--- src/rtl/lcd_rx_monitor_if.sv ---
// Bus bundle between an HD44780-style 4-bit LCD driver and the receive monitor.
// The master drives the LCD pins and the read index; the slave (monitor) returns status.
interface lcd_rx_monitor_if;
    logic [4:0] lcd_d;       // [4]=RS, [3:0]=nibble
    logic       lcd_e;
    logic [4:0] rd_addr;
    logic [7:0] rd_data;
    logic       byte_valid;
    logic [7:0] byte_data;
    logic       byte_rs;
    logic [4:0] cursor;
    logic       cursor_ok;
    logic       mode4;
    logic       busy;
    logic       err;

    modport master (
        output lcd_d, lcd_e, rd_addr,
        input  rd_data, byte_valid, byte_data, byte_rs, cursor, cursor_ok, mode4, busy, err
    );

    modport slave (
        input  lcd_d, lcd_e, rd_addr,
        output rd_data, byte_valid, byte_data, byte_rs, cursor, cursor_ok, mode4, busy, err
    );
endinterface

--- src/rtl/lcd_rx_monitor.sv ---
// Listens to a 4-bit HD44780 bus, rebuilds bytes, tracks mode and cursor, and mirrors
// the 2x16 display into a 32-byte readable character buffer.
module lcd_rx_monitor #(
    parameter int unsigned TIMEOUT_CYCLES = 50000,
    parameter logic [7:0]  CLEAR_CHAR     = 8'h20
) (
    input  logic            clk,
    input  logic            rst_n,
    lcd_rx_monitor_if.slave bus
);
    localparam int unsigned TW = $clog2(TIMEOUT_CYCLES + 1);

    typedef enum logic [1:0] {
        S_INIT8,
        S_HI,
        S_LO
    } state_e;

    // ------------------------------------------------------------------
    // Input synchronizers and E falling-edge detect
    // ------------------------------------------------------------------
    logic [1:0] e_sync_q;
    logic       e_prev_q;
    logic [4:0] d_s1_q;
    logic [4:0] d_s2_q;
    logic       strobe;
    logic       strobe_rs;
    logic [3:0] strobe_nib;

    always_ff @(posedge clk or negedge rst_n) begin
        if (!rst_n) begin
            e_sync_q <= '0;
            e_prev_q <= 1'b0;
            d_s1_q   <= '0;
            d_s2_q   <= '0;
        end else begin
            // NOTE: sequential state uses <= so every flop samples pre-edge values.
            e_sync_q <= {e_sync_q[0], bus.lcd_e};
            e_prev_q <= e_sync_q[1];
            d_s1_q   <= bus.lcd_d;
            d_s2_q   <= d_s1_q;
        end
    end

    assign strobe     = e_prev_q & ~e_sync_q[1];
    assign strobe_rs  = d_s2_q[4];
    assign strobe_nib = d_s2_q[3:0];

    // ------------------------------------------------------------------
    // Nibble assembly FSM
    // ------------------------------------------------------------------
    state_e        state_q, state_d;
    logic [3:0]    hi_nib_q, hi_nib_d;
    logic          hi_rs_q, hi_rs_d;
    logic [TW-1:0] tmo_cnt_q, tmo_cnt_d;
    logic          mode4_q, mode4_d;
    logic          byte_valid_q, byte_valid_d;
    logic [7:0]    byte_data_q, byte_data_d;
    logic          byte_rs_q, byte_rs_d;
    logic          tmo_err;

    always_ff @(posedge clk or negedge rst_n) begin
        if (!rst_n) begin
            state_q      <= S_INIT8;
            hi_nib_q     <= '0;
            hi_rs_q      <= 1'b0;
            tmo_cnt_q    <= '0;
            mode4_q      <= 1'b0;
            byte_valid_q <= 1'b0;
            byte_data_q  <= '0;
            byte_rs_q    <= 1'b0;
        end else begin
            state_q      <= state_d;
            hi_nib_q     <= hi_nib_d;
            hi_rs_q      <= hi_rs_d;
            tmo_cnt_q    <= tmo_cnt_d;
            mode4_q      <= mode4_d;
            byte_valid_q <= byte_valid_d;
            byte_data_q  <= byte_data_d;
            byte_rs_q    <= byte_rs_d;
        end
    end

    always_comb begin
        // NOTE: every combinational output gets a default first, so no path can infer a latch.
        state_d      = state_q;
        hi_nib_d     = hi_nib_q;
        hi_rs_d      = hi_rs_q;
        tmo_cnt_d    = tmo_cnt_q;
        mode4_d      = mode4_q;
        byte_valid_d = 1'b0;
        byte_data_d  = byte_data_q;
        byte_rs_d    = byte_rs_q;
        tmo_err      = 1'b0;

        unique case (state_q)
            S_INIT8: begin
                if (strobe) begin
                    byte_valid_d = 1'b1;
                    byte_data_d  = {strobe_nib, 4'h0};
                    byte_rs_d    = strobe_rs;
                    if (!strobe_rs && strobe_nib == 4'h2) begin
                        state_d = S_HI;
                        mode4_d = 1'b1;
                    end
                end
            end
            S_HI: begin
                if (strobe) begin
                    hi_nib_d  = strobe_nib;
                    hi_rs_d   = strobe_rs;
                    tmo_cnt_d = '0;
                    state_d   = S_LO;
                end
            end
            S_LO: begin
                if (strobe) begin
                    byte_valid_d = 1'b1;
                    byte_data_d  = {hi_nib_q, strobe_nib};
                    byte_rs_d    = hi_rs_q;
                    // An 8-bit function set drops the bus back to single-strobe commands.
                    if (!hi_rs_q && hi_nib_q == 4'h3) begin
                        state_d = S_INIT8;
                        mode4_d = 1'b0;
                    end else begin
                        state_d = S_HI;
                    end
                end else if (tmo_cnt_q == TW'(TIMEOUT_CYCLES - 1)) begin
                    tmo_err = 1'b1;
                    state_d = S_HI;
                end else begin
                    tmo_cnt_d = tmo_cnt_q + TW'(1);
                end
            end
            default: state_d = S_INIT8;
        endcase
    end

    // ------------------------------------------------------------------
    // Byte execution, pending slot and clear fill
    // ------------------------------------------------------------------
    logic       pend_valid_q, pend_valid_d;
    logic [8:0] pend_q, pend_d;            // {rs, byte}
    logic       busy_q, busy_d;
    logic [4:0] clr_idx_q, clr_idx_d;
    logic [4:0] cursor_q, cursor_d;        // {line, col}
    logic       cursor_ok_q, cursor_ok_d;
    logic       err_q, err_d;
    logic       ovr_err;
    logic       exec_valid;
    logic [7:0] exec_byte;
    logic       exec_rs;
    logic       wr_en;
    logic [4:0] wr_addr;
    logic [7:0] wr_data;

    always_ff @(posedge clk or negedge rst_n) begin
        if (!rst_n) begin
            pend_valid_q <= 1'b0;
            pend_q       <= '0;
            busy_q       <= 1'b0;
            clr_idx_q    <= '0;
            cursor_q     <= '0;
            cursor_ok_q  <= 1'b1;
            err_q        <= 1'b0;
        end else begin
            pend_valid_q <= pend_valid_d;
            pend_q       <= pend_d;
            busy_q       <= busy_d;
            clr_idx_q    <= clr_idx_d;
            cursor_q     <= cursor_d;
            cursor_ok_q  <= cursor_ok_d;
            err_q        <= err_d;
        end
    end

    // A held byte runs on the first idle cycle; otherwise the fresh byte runs directly.
    always_comb begin
        exec_valid   = 1'b0;
        exec_byte    = byte_data_q;
        exec_rs      = byte_rs_q;
        pend_d       = pend_q;
        pend_valid_d = pend_valid_q;
        ovr_err      = 1'b0;

        if (!busy_q && pend_valid_q) begin
            exec_valid   = 1'b1;
            exec_byte    = pend_q[7:0];
            exec_rs      = pend_q[8];
            pend_valid_d = 1'b0;
        end else if (!busy_q && byte_valid_q) begin
            exec_valid = 1'b1;
        end

        if (byte_valid_q && (busy_q || pend_valid_q)) begin
            pend_d       = {byte_rs_q, byte_data_q};
            pend_valid_d = 1'b1;
            ovr_err      = busy_q && pend_valid_q;
        end
    end

    always_comb begin
        cursor_d    = cursor_q;
        cursor_ok_d = cursor_ok_q;
        busy_d      = busy_q;
        clr_idx_d   = clr_idx_q;
        wr_en       = 1'b0;
        wr_addr     = cursor_q;
        wr_data     = exec_byte;
        err_d       = err_q | tmo_err | ovr_err;

        if (busy_q) begin
            wr_en     = 1'b1;
            wr_addr   = clr_idx_q;
            wr_data   = CLEAR_CHAR;
            clr_idx_d = clr_idx_q + 5'd1;
            if (clr_idx_q == 5'd31) busy_d = 1'b0;
        end else if (exec_valid) begin
            if (exec_rs) begin
                // {line, col} + 1 wraps col 15 into the other line, line 2 back to line 1.
                if (cursor_ok_q) begin
                    wr_en    = 1'b1;
                    cursor_d = cursor_q + 5'd1;
                end
            end else if (exec_byte == 8'h01) begin
                cursor_d    = '0;
                cursor_ok_d = 1'b1;
                busy_d      = 1'b1;
                clr_idx_d   = '0;
            end else if (exec_byte[7:1] == 7'b0000001) begin
                cursor_d    = '0;
                cursor_ok_d = 1'b1;
            end else if (exec_byte[7]) begin
                cursor_d[4] = exec_byte[6];
                if (exec_byte[5:4] == 2'b00) begin
                    cursor_d[3:0] = exec_byte[3:0];
                    cursor_ok_d   = 1'b1;
                end else begin
                    cursor_ok_d = 1'b0;
                end
            end
        end
    end

    // ------------------------------------------------------------------
    // Character buffer
    // ------------------------------------------------------------------
    logic [7:0] mem_q [32];
    logic [7:0] rd_data_q;

    // NOTE: the buffer array is deliberately not reset; only the clear command defines it.
    always_ff @(posedge clk) begin
        if (wr_en) mem_q[wr_addr] <= wr_data;
    end

    always_ff @(posedge clk or negedge rst_n) begin
        if (!rst_n) rd_data_q <= '0;
        else        rd_data_q <= mem_q[bus.rd_addr];
    end

    assign bus.rd_data    = rd_data_q;
    assign bus.byte_valid = byte_valid_q;
    assign bus.byte_data  = byte_data_q;
    assign bus.byte_rs    = byte_rs_q;
    assign bus.cursor     = cursor_q;
    assign bus.cursor_ok  = cursor_ok_q;
    assign bus.mode4      = mode4_q;
    assign bus.busy       = busy_q;
    assign bus.err        = err_q;
endmodule

--- src/flat_wrapper.sv ---
// flat-port wrapper written by rule: the top's interface ports become plain ports
module lcd_rx_monitor_flat 
#(
    parameter int unsigned TIMEOUT_CYCLES = 50000,
    parameter logic [7:0]  CLEAR_CHAR     = 8'h20
)
  (clk, rst_n, bus_lcd_d, bus_lcd_e, bus_rd_addr, bus_rd_data, bus_byte_valid, bus_byte_data, bus_byte_rs, bus_cursor, bus_cursor_ok, bus_mode4, bus_busy, bus_err);
  lcd_rx_monitor_if bus_i ();
  input  logic clk;
  input  logic rst_n;
  input wire logic [$bits(bus_i.lcd_d)-1:0] bus_lcd_d;
  input wire logic [$bits(bus_i.lcd_e)-1:0] bus_lcd_e;
  input wire logic [$bits(bus_i.rd_addr)-1:0] bus_rd_addr;
  output wire logic [$bits(bus_i.rd_data)-1:0] bus_rd_data;
  output wire logic [$bits(bus_i.byte_valid)-1:0] bus_byte_valid;
  output wire logic [$bits(bus_i.byte_data)-1:0] bus_byte_data;
  output wire logic [$bits(bus_i.byte_rs)-1:0] bus_byte_rs;
  output wire logic [$bits(bus_i.cursor)-1:0] bus_cursor;
  output wire logic [$bits(bus_i.cursor_ok)-1:0] bus_cursor_ok;
  output wire logic [$bits(bus_i.mode4)-1:0] bus_mode4;
  output wire logic [$bits(bus_i.busy)-1:0] bus_busy;
  output wire logic [$bits(bus_i.err)-1:0] bus_err;
  assign bus_i.lcd_d = bus_lcd_d;
  assign bus_i.lcd_e = bus_lcd_e;
  assign bus_i.rd_addr = bus_rd_addr;
  assign bus_rd_data = bus_i.rd_data;
  assign bus_byte_valid = bus_i.byte_valid;
  assign bus_byte_data = bus_i.byte_data;
  assign bus_byte_rs = bus_i.byte_rs;
  assign bus_cursor = bus_i.cursor;
  assign bus_cursor_ok = bus_i.cursor_ok;
  assign bus_mode4 = bus_i.mode4;
  assign bus_busy = bus_i.busy;
  assign bus_err = bus_i.err;
  lcd_rx_monitor #(.TIMEOUT_CYCLES(TIMEOUT_CYCLES), .CLEAR_CHAR(CLEAR_CHAR)) u_core (.clk(clk), .rst_n(rst_n), .bus(bus_i));
endmodule
--- config.mk ---
export PLATFORM = sky130hd
export DESIGN_NAME = lcd_rx_monitor_flat
export DESIGN_NICKNAME = d
export VERILOG_FILES = /design/src/rtl/lcd_rx_monitor_if.sv /design/src/rtl/lcd_rx_monitor.sv /design/src/flat_wrapper.sv
export SDC_FILE = /design/constraint.sdc
export NUM_CORES = 1
export LEC_CHECK = 0
export CORE_ASPECT_RATIO = 0.75
export CORE_MARGIN = 2
export CORE_UTILIZATION = 30
export DETAILED_ROUTE_END_ITERATION = 12
export MAX_ROUTING_LAYER = met4
export PLACE_DENSITY = 0.57
export SYNTH_ARGS = -nofsm -noshare
export SYNTH_HDL_FRONTEND = slang
export SYNTH_SLANG_ARGS = --single-unit
--- constraint.sdc ---
create_clock -name clk -period 2.6 [get_ports clk]
set_input_delay 0.52 -clock clk [delete_from_list [all_inputs] [get_ports clk]]
set_output_delay 0.52 -clock clk [all_outputs]
set_load 0.05 [all_outputs]
-- Yosys cells after proc, flatten, opt, wreduce, memory -nomap -nowiden
Memories as Yosys holds them, arrays and structs flattened. A register that Yosys moved wholly into a read port is not among the register bits.
Index checks and enable logic that the tools add are counted.
- register bits after elaboration: 70
- RAM bits: 256
- input bits: 13
- output and inout bits: 27
- logic and storage cells: 140
- memories: 1
- memory list (name ; depth ; bits a word ; read ports ; clocked after memory_dff ; wr ports ; RTL line ; text):
    u_core.mem_q ; 32 ; 8 ; 1 ; 1 ; 1 ; lcd_rx_monitor.sv:248 ; logic [7:0] mem_q [32];
- $add $sub $neg: 3
- equal/unequal tests: 18
- muxes and demuxes: 61
- bitwise logic cells: 6
- reductions and logical operators: 31
- operators with widths (kind ; number):
    5-bit 2-to-1 mux ; 10
    16-bit 2-to-1 mux ; 3
    1-bit 2-to-1 mux ; 33
    8-bit 2-to-1 mux ; 4
    16-bit case mux with 2 select lines ; 1
    16-bit by 1-bit adder with 16-bit output (second input constant) ; 1
    16-bit equality test (second input constant) ; 1
    8-bit case mux with 2 select lines ; 1
    4-bit AND reduction ; 4
    2-bit by 1-bit inequality test with 1-bit output (second input constant) ; 7
    5-bit by 1-bit adder with 5-bit output (second input constant) ; 2
    2-bit 2-to-1 mux ; 5
    5-bit AND reduction ; 2
    2-bit nonzero test ; 5
    4-bit by 2-bit equality test with 1-bit output (second input constant) ; 2
    8-bit by 1-bit equality test with 1-bit output (second input constant) ; 1
    4-bit nonzero test ; 2
    7-bit by 1-bit equality test with 1-bit output (second input constant) ; 1
    1-bit logical AND ; 6
    2-bit case mux with 3 select lines ; 1
    3-bit AND reduction ; 2
    5-bit equality test (second input constant) ; 1
    1-bit logical NOT ; 4
    2-bit logical NOT ; 2
    other kinds (13) ; 18

-- Logic depth before layout (Yosys ltp)
Gate-level depths: netlist of the first run.
- word-level depth: 9
- mapped depth: 7
- gate-level depth less buffers: 6

-- Worst setup path after synthesis of the first run
OpenSTA, ideal clock, no wires.
- path kind: register to register
- start: register u_core.busy_q, in the netlist u_core.bus.busy
- end: memory u_core.mem_q[26][0], enable pin
- setup time: 0.371 ns
- arrival: 2.099 ns
- required time: 2.229 ns
- setup slack: 0.130 ns
- stages on the path, launching flop included: 6
- buffers on the path: 1
- period minus slack after synthesis: 2.470 ns
- path through: dfrtp_1 > clkbuf_1 > mux2_2 > nor2_1 > nand2_1 > nor2_1
- word-level cells in the longest chain between the ends: 8
- elaborated cells between the ends (all ways): 12
- those cells by class: 9 x mux; 3 x reduce/logical
- RTL lines (what ; RTL line ; text):
    start, declared ; lcd_rx_monitor.sv:144 ; logic busy_q, busy_d;
    start signal, assigned ; lcd_rx_monitor.sv:169 ; busy_q <= busy_d;
    1-bit logical NOT ; lcd_rx_monitor.sv:186, lcd_rx_monitor.sv:191 ;
    1-bit logical AND (on tied branches) ; lcd_rx_monitor.sv:186, lcd_rx_monitor.sv:191 ;
    1-bit 2-to-1 mux (on tied branches) ; lcd_rx_monitor.sv:186, lcd_rx_monitor.sv:191 ;
    1-bit 2-to-1 mux (on tied branches) ; lcd_rx_monitor.sv:219, lcd_rx_monitor.sv:186 ;
    1-bit 2-to-1 mux ; lcd_rx_monitor.sv:218 ; end else if (exec_valid) begin
    1-bit 2-to-1 mux ; lcd_rx_monitor.sv:212 ; if (busy_q) begin
    1-bit 2-to-1 mux ; lcd_rx_monitor.sv:253 ; if (wr_en) mem_q[wr_addr] <= wr_data;
    1-bit 2-to-1 mux (implied by the code) ; lcd_rx_monitor.sv:253 ;
    end, declared ; lcd_rx_monitor.sv:248 ;
Parallel ways exist; a longest one is shown, timed or not.

-- Worst setup path in the final report of the first run
- start: register u_core.cursor_ok_q, in the netlist u_core.bus.cursor_ok
- end: output bus_cursor_ok
- RTL lines (what ; RTL line ; text):
    start, declared ; lcd_rx_monitor.sv:147 ; logic cursor_ok_q, cursor_ok_d;
    start signal, assigned ; lcd_rx_monitor.sv:172 ; cursor_ok_q <= cursor_ok_d;
    end, declared ; flat_wrapper.sv:19 ; output wire logic [$bits(bus_i.cursor_ok)-1:0] bus_cursor_ok;
No word-level cell between the ends.

==> results of run 1 <==
[stage by stage]
step | utilization | total power, mW | setup slack [ns]
after detailed placement | 0.337 | 8.60 | 0.216
after CTS | 0.360 | 13.3 | 0.114
after global routing | 0.360 | 13.6 | 0.0975
after floorplan | - | 7.74 | 0.130
after global placement | 0.337 | 8.57 | 0.222
final | 0.360 | 13.1 | 0.153
[cells in the mapped netlist (all sizes together), types with 2 or more instances]
| cell type | number | area, um^2 |
|---|---|---|
| o31ai | 3 | 22.5 |
| or3b | 2 | 17.5 |
| nor3b | 3 | 27.5 |
| nand2 | 78 | 293 |
| a22oi | 33 | 248 |
| nand2b | 8 | 57.6 |
| nor3 | 3 | 15.0 |
| nand3 | 40 | 200 |
| nor2 | 65 | 249 |
| edfxtp | 256 | 7690 |
| xor2 | 8 | 70.1 |
| and2b | 2 | 16.3 |
| nor4b | 3 | 56.3 |
| nor2b | 9 | 56.3 |
| ha | 4 | 50.1 |
| or2 | 2 | 12.5 |
| o211ai | 2 | 20.0 |
| mux2 | 20 | 229 |
| o21ai | 13 | 68.8 |
| clkbuf | 17 | 63.8 |
| nand4 | 14 | 87.6 |
| and3 | 8 | 50.1 |
| xnor2 | 5 | 43.8 |
| buf | 25 | 138 |
| a31oi | 7 | 43.8 |
| nand3b | 7 | 52.6 |
| nor4 | 3 | 25.0 |
| a21o | 4 | 30.0 |
| mux2i | 117 | 1190 |
| and2 | 6 | 37.5 |
| mux4 | 16 | 360 |
| dfrtp | 77 | 1930 |
| a21oi | 22 | 110 |
| inv | 11 | 41.3 |
| nor4bb | 2 | 20.0 |
| or3 | 3 | 18.8 |
[metal layers]
metal,GRT usage,vias to the layer above
met5,-,-
met4,0.0343,0
met3,0.0235,36
met2,0.205,202
met1,0.199,4013
li1,-,3665
[cell type report]
| class | count | area [um^2] | share of cell area |
|---|---|---|---|
| Inverter | 11 | 41.3 | 0.00251 |
| Clock buffer | 49 | 981 | 0.0596 |
| Timing Repair Buffer | 109 | 1040 | 0.0632 |
| Multi-Input combinational cell | 525 | 3930 | 0.239 |
| Tap cell | 595 | 744 | 0.0453 |
| Sequential cell | 334 | 9640 | 0.586 |
| Clock inverter | 14 | 71.3 | 0.00434 |
[registers in the layout, summed over array words and instances, names as in the netlist, 2 cells and up]
register,count
u_core.pend_q,9
u_core.bus.cursor,5
u_core.hi_nib_q,4
u_core.clr_idx_q,5
u_core.bus.byte_data,8
u_core.tmo_cnt_q,16
u_core.state_q,2
u_core.bus.rd_data,8
u_core.mem_q,256
u_core.d_s1_q,5
u_core.d_s2_q,5
u_core.e_sync_q,2
[logic make-up after synthesis]
group | share of synthesized area
buf+inv | 0.0176
mux | 0.129
simple gates | 0.0950
flops | 0.699
xor+xnor | 0.00825
fa+ha+maj | 0.00435
compound gates | 0.0473
[path summary, 6_finish.rpt]
kind / startpoint / endpoint
max: u_core.bus.cursor_ok$_DFFE_PN1P_ / bus_cursor_ok
min: u_core.d_s1_q[2]$_DFF_PN0_ / u_core.d_s2_q[2]$_DFF_PN0_
max reg2reg: u_core.pend_valid_q$_DFFE_PN0P_ / u_core.mem_q[3][1]$_DFFE_PP_
min reg2reg: u_core.d_s1_q[2]$_DFF_PN0_ / u_core.d_s2_q[2]$_DFF_PN0_
max in group asynchronous: rst_n / u_core.bus.rd_data[7]$_DFF_PN0_
min in group asynchronous: rst_n / u_core.bus.cursor[1]$_DFFE_PN0P_
[power breakdown]
part	internal (mW)	switching, mW	total [mW]
Clock	2.64	2.02	4.66
Combinational	0.660	1.34	2.00
Sequential	6.21	0.266	6.48
Total	9.51	3.63	13.1
[what timing repair did]
item | 4_1_cts | 5_1_grt
endpoints found under the setup margin | 0 | 0
buffers inserted | 0 | 0
hold buffers | 1 | 0
endpoints found under the hold margin | 5 | 0
==> metrics.txt, run 1 <==
Sink Count=approximately 330; Initial DRT Pass Iterations=7; Max clock buf depth=3; startpoint type of the worst setup path=flip-flop; type of the worst min-delay path=reg -> reg; number of routed nets with antenna violations=0; fraction of the cycle the final worst path needs=0.941; critical-path cell list=clkdlybuf4s50_1; global-route usage over all layers=0.139; dominant delay contributor by cell family on the critical path=buffers and inverters; Max FO, Critical Path=3; count of endpoints failing hold in the final timing report=0; Non-Filler Cell Area, Final=16,400 um^2; maximum level of the CTS H-tree=2; die area=between 40,000 and 50,000 um^2; critical path required time=2.08 ns; placer congestion estimate=0.823; amount of wire on met3 after detailed routing=1680 um; Core ar.=about 46,000 um^2; initial detailed-routing violation count=609; Pwr per Cell Area=799 nW/um^2; met2 wire len=14,400 um; Top Layer Used=met4; nature of the critical path endpoint=output port; number of gates resized after CTS=0; R2R setup slack=0.47 ns; delay of the slowest cell on the worst path=0.82 ns; layout cell share with drive strength beyond 1=0.172; antenna diode instance count=0; Final Skew=0.0165 ns; Skew-Pair Late Insertion Delay=roughly 0.53 ns; slowest library cell on the worst path=sky130_fd_sc_hd__clkdlybuf4s50_1; number of global-route vias before repair=7,846; DRC Markers=0; area added between synthesis and finish=19.2%; Hold Path Cell Cnt=0; CTS Buf Count=36; Warnings, synthesis=0; Synth Net Count=929; Tightest Pin Transition=0.613 ns; die outline width=252 um; R2R depth=8; detailed-route wire length per cell=19.5 um; Max IR drop VDD=670 uV; # setup viols final=0; clock transition at the registers of the reported paths=0.06 ns; number of nets in the finished design=roughly 1,000; TritonCTS clock tree=yes; die height=about 190 um; maximum number of pins on one net before global-route repair=43; worst endpoint data arrival time=1.93 ns; sum of negative setup slack=0 ns; worst slack on hold paths=0.346 ns; number of instances in the placed design=between 1,500 and 2,000; detailed-route vias per instance=4.84; number of stages on the worst setup path=1; fill cell total of the finished layout=4,275; clock period minus final worst setup slack=2.45 ns; DRT met1 WL=15,300 um; average cell area after synthesis=around 15 um^2; worst-case headroom to the max-slew limit=0.589; initial core utilization=0.302; number of top-level pins=40; Syn Std Cell Area=13,800 um^2; count of standard-cell rows=between 60 and 70; Slew Limit Fails=0; worst path bufs/invs=1; unrepaired setup endpoints after global routing=no; first-pass GRT wire length=48,500 um; Post-DP Area=15,400 um^2; Post-Syn Instances=between 900 and 1,000; register area share after synthesis=0.699; non-filler instance count after layout=roughly 1,600; vias=between 7,000 and 8,000; primary flip-flop cell chosen by synthesis mapping=sky130_fd_sc_hd__edfxtp_1; number of library cell types mapped by synthesis=67; count of max-cap constraint violations=0; highest clock rate=between 0.4 and 0.5 GHz; count of buffers from port buffering=39; leak pwr=just over 6 nW; antenna violations before repair=0; commonest cells after routing, fill and taps aside=sky130_fd_sc_hd__edfxtp_1 (256), sky130_fd_sc_hd__mux2i_1 (115), sky130_fd_sc_hd__nand2_1 (78), sky130_fd_sc_hd__dfrtp_1 (77), sky130_fd_sc_hd__buf_4 (61); global route total overflow=0; Final HPWL DP=about 21,000 um; Worst Setup Path Type=reg -> out; most common cell after layout, fill and taps aside=sky130_fd_sc_hd__edfxtp_1; number of synthesized register bits=about 330; async set or reset register ratio after synthesis=0.234; Clock Root Buffer=sky130_fd_sc_hd__clkbuf_16; number of enable-type register cells in the synthesized netlist=256; wire length after detailed routing=31,900 um; outcome=finished, final reports clean
Power figures use the tool's default switching activity.
==> inputs of run 2 (changes only) <==
--- a/config.mk
+++ b/config.mk
@@ -7,10 +7,10 @@
 export LEC_CHECK = 0
 export CORE_ASPECT_RATIO = 0.75
 export CORE_MARGIN = 2
-export CORE_UTILIZATION = 30
+export CORE_UTILIZATION = 35
 export DETAILED_ROUTE_END_ITERATION = 12
 export MAX_ROUTING_LAYER = met4
-export PLACE_DENSITY = 0.57
+export PLACE_DENSITY_LB_ADDON = 0.1
 export SYNTH_ARGS = -nofsm -noshare
 export SYNTH_HDL_FRONTEND = slang
 export SYNTH_SLANG_ARGS = --single-unit
==> run 2 against run 1 <==
Compared with the run above:
- design area barely moved
- worst setup slack better by 0.050 ns
- routed wire length increased by 4.0%
- largest power group unchanged
- highest routed layer unchanged
==> metrics.txt, run 2 (synthesized netlist as in run 1, its figures left out) <==
P_sw=3.64 mW (was 3.63 mW); worst slack on hold paths=0.00180 ns (was 0.346 ns); Final Skew=0.0238 ns (was 0.0165 ns); R2R setup slack=0.20 ns (was 0.47 ns); utilization after layout=0.427 (was 0.360); non-filler instance count after layout=1,558 (was 1,637); Combinational Power Share=0.152 (about the same); Pwr per Cell Area=816 nW/um^2 (was 799 nW/um^2); detailed-route vias per instance=5.02 (was 4.84); Max FO, Critical Path=8 (was 3); delay of the slowest cell on the worst path=0.83 ns (was 0.82 ns); Core ar.=38,600 um^2 (was 45,700 um^2); startpoint type of the worst setup path=flip-flop (unchanged); number of top-level pins=40 (unchanged); Clock Root Buffer=sky130_fd_sc_hd__clkbuf_16 (unchanged); worst path bufs/invs=2 (was 1); slowest library cell on the worst path=sky130_fd_sc_hd__a21oi_1 (was sky130_fd_sc_hd__clkdlybuf4s50_1); outcome=finished, final reports clean (unchanged); antenna violations before repair=0 (unchanged); biggest registers after layout=u_core.mem_q x256, u_core.tmo_cnt_q x16, u_core.pend_q x9 (unchanged); Initial DRT Pass Iterations=4 (was 7); leak pwr=6.09 nW (was 6.03 nW); clock period minus final worst setup slack=2.40 ns (was 2.45 ns); number of global-route vias before repair=8,019 (was 7,846); die height=176 um (was 190 um); # setup viols final=0 (unchanged); type of the worst min-delay path=in -> async (was reg -> reg); most common cell after layout, fill and taps aside=sky130_fd_sc_hd__edfxtp_1 (unchanged); die area=41,000 um^2 (was 47,700 um^2); Sink Count=334 (unchanged); number of routed nets with antenna violations=0 (unchanged); count of endpoints failing hold in the final timing report=0 (unchanged); switching share of total power=0.271 (was 0.276); TritonCTS clock tree=yes (unchanged); final setup margin=0.203 ns (was 0.153 ns); die outline width=233 um (was 252 um); Seq pwr share=0.481 (was 0.493); worst-case headroom to the max-slew limit=0.142 (was 0.589); area added between synthesis and finish=19.2% (about the same); count of buffers from port buffering=39 (unchanged); maximum number of pins on one net before global-route repair=46 (was 43); Worst Setup Path Type=reg -> reg (was reg -> out); fraction of the cycle the final worst path needs=0.922 (was 0.941); nature of the critical path endpoint=flip-flop (was output port); worst endpoint data arrival time=2.66 ns (was 1.93 ns); number of nets in the finished design=1,038 (was 1,034); count of standard-cell rows=62 (was 68); Top Layer Used=met4 (unchanged); unrepaired setup endpoints after global routing=no (unchanged); number of stages on the worst setup path=7 (was 1); Slew Limit Fails=0 (unchanged); Final HPWL DP=21,200 um (was 20,600 um); global route total overflow=0 (unchanged); R2R depth=7 (was 8); Max IR drop VDD=356 uV (was 670 uV); global-route usage over all layers=0.172 (was 0.139); DRC Markers=0 (unchanged); register ranked first by flip-flop count=u_core.mem_q (unchanged); Non-Filler Cell Area, Final=16,400 um^2 (about the same); initial core utilization=0.358 (was 0.302); critical path required time=2.87 ns (was 2.08 ns); critical-path cell list=buf_4 > nand2_1 > a21oi_1 > nor2b_1 > a21oi_1 > nor2_1 > buf_4 (was clkdlybuf4s50_1); detailed-route wire length per cell=21.3 um (was 19.5 um); minimum setup slack after placement=0.0110 ns (was 0.216 ns); Skew-Pair Late Insertion Delay=0.52 ns (was 0.53 ns); number of instances in the placed design=1,495 (was 1,573); part of the power in the clock network=0.367 (was 0.355); # hold bufs at CTS=0 (was 1); Post-DP Area=15,300 um^2 (was 15,400 um^2); dominant delay contributor by cell family on the critical path=compound AO/OA/AOI/OAI gates (was buffers and inverters); highest clock rate=0.417 GHz (was 0.409 GHz); CTS Buf Count=36 (unchanged); flip-flop count of the largest register after layout=256 (unchanged); amount of wire on met3 after detailed routing=1200 um (was 1680 um); count of max-cap constraint violations=0 (unchanged); commonest cells after routing, fill and taps aside=sky130_fd_sc_hd__edfxtp_1 (256), sky130_fd_sc_hd__mux2i_1 (115), sky130_fd_sc_hd__nand2_1 (78), sky130_fd_sc_hd__dfrtp_1 (77), sky130_fd_sc_hd__buf_4 (65) (was sky130_fd_sc_hd__edfxtp_1 (256), sky130_fd_sc_hd__mux2i_1 (115), sky130_fd_sc_hd__nand2_1 (78), sky130_fd_sc_hd__dfrtp_1 (77), sky130_fd_sc_hd__buf_4 (61)); DRT met1 WL=16,600 um (was 15,300 um); first-pass GRT wire length=51,100 um (was 48,500 um); layout cell share with drive strength beyond 1=0.177 (was 0.172); placer congestion estimate=0.780 (was 0.823); vias=7,825 (was 7,916); maximum level of the CTS H-tree=2 (unchanged); initial detailed-routing violation count=554 (was 609); Cell Int Power=9.79 mW (was 9.51 mW); Tightest Pin Transition=1.29 ns (was 0.613 ns); clock transition at the registers of the reported paths=0.06 ns (about the same); met2 wire len=14,900 um (was 14,400 um); wire length after detailed routing=33,200 um (was 31,900 um); Tot Pwr=13.4 mW (was 13.1 mW); sum of negative setup slack=0 ns (unchanged); Max clock buf depth=3 (unchanged)
## run 2: changes by cell type in the layout (fill, tap and decap cells not counted), sizes merged
| cell | before | now |
|---|---|---|
| clkbuf | 49 | 51 |
| bufinv | 0 | 3 |
| diode | 0 | 1 |
| clkinv | 10 | 8 |
| clkinvlp | 3 | 0 |
| inv | 12 | 11 |
| buf | 72 | 77 |
| dlygate4sd3 | 1 | 0 |
## run 2: area by class of cell
class | count | area, um^2
diodes | 1 | 2.50
clock inverters | 11 | 125
flip-flops and latches | 334 | 9640
multi-input cells | 525 | 3940
repair buffers | 113 | 1080
fillers | 3483 | 22100
well taps | 512 | 641
clock buffers | 51 | 978
inverters | 11 | 41.3
## run 2: power by group through the flow
stage	clock network (mW)	registers [mW]	logic, mW
after global placement	0	6.57	2.07
after global routing	5.30	6.50	2.21
final	4.93	6.46	2.04
after detailed placement	0	6.57	2.07
after CTS	5.07	6.46	2.07
after floorplan	0	6.82	0.922
## run 2: path summary, 6_finish.rpt
path | endpoint | start
min in group clk | u_core.d_s2_q[3]$_DFF_PN0_ | u_core.d_s1_q[3]$_DFF_PN0_
worst min register to register | u_core.d_s2_q[3]$_DFF_PN0_ | u_core.d_s1_q[3]$_DFF_PN0_
worst min-delay path | u_core.tmo_cnt_q[12]$_DFFE_PN0P_ | rst_n
worst max-delay path | u_core.mem_q[0][1]$_DFFE_PP_ | u_core.pend_valid_q$_DFFE_PN0P_
max in group asynchronous | u_core.bus.cursor_ok$_DFFE_PN1P_ | rst_n
worst max register to register | u_core.mem_q[0][1]$_DFFE_PP_ | u_core.pend_valid_q$_DFFE_PN0P_
## run 2: layer usage
layer / vias to the layer above / global-route usage
met5: - / -
li1: 3684 / -
met3: 42 / 0.0300
met2: 122 / 0.253
met4: 0 / 0.0411
met1: 3977 / 0.247
## run 2: timing repair
action,4_1_cts,5_1_grt
gates resized for setup,1,0
setup buffers,0,0
endpoints found under the setup margin,6,0
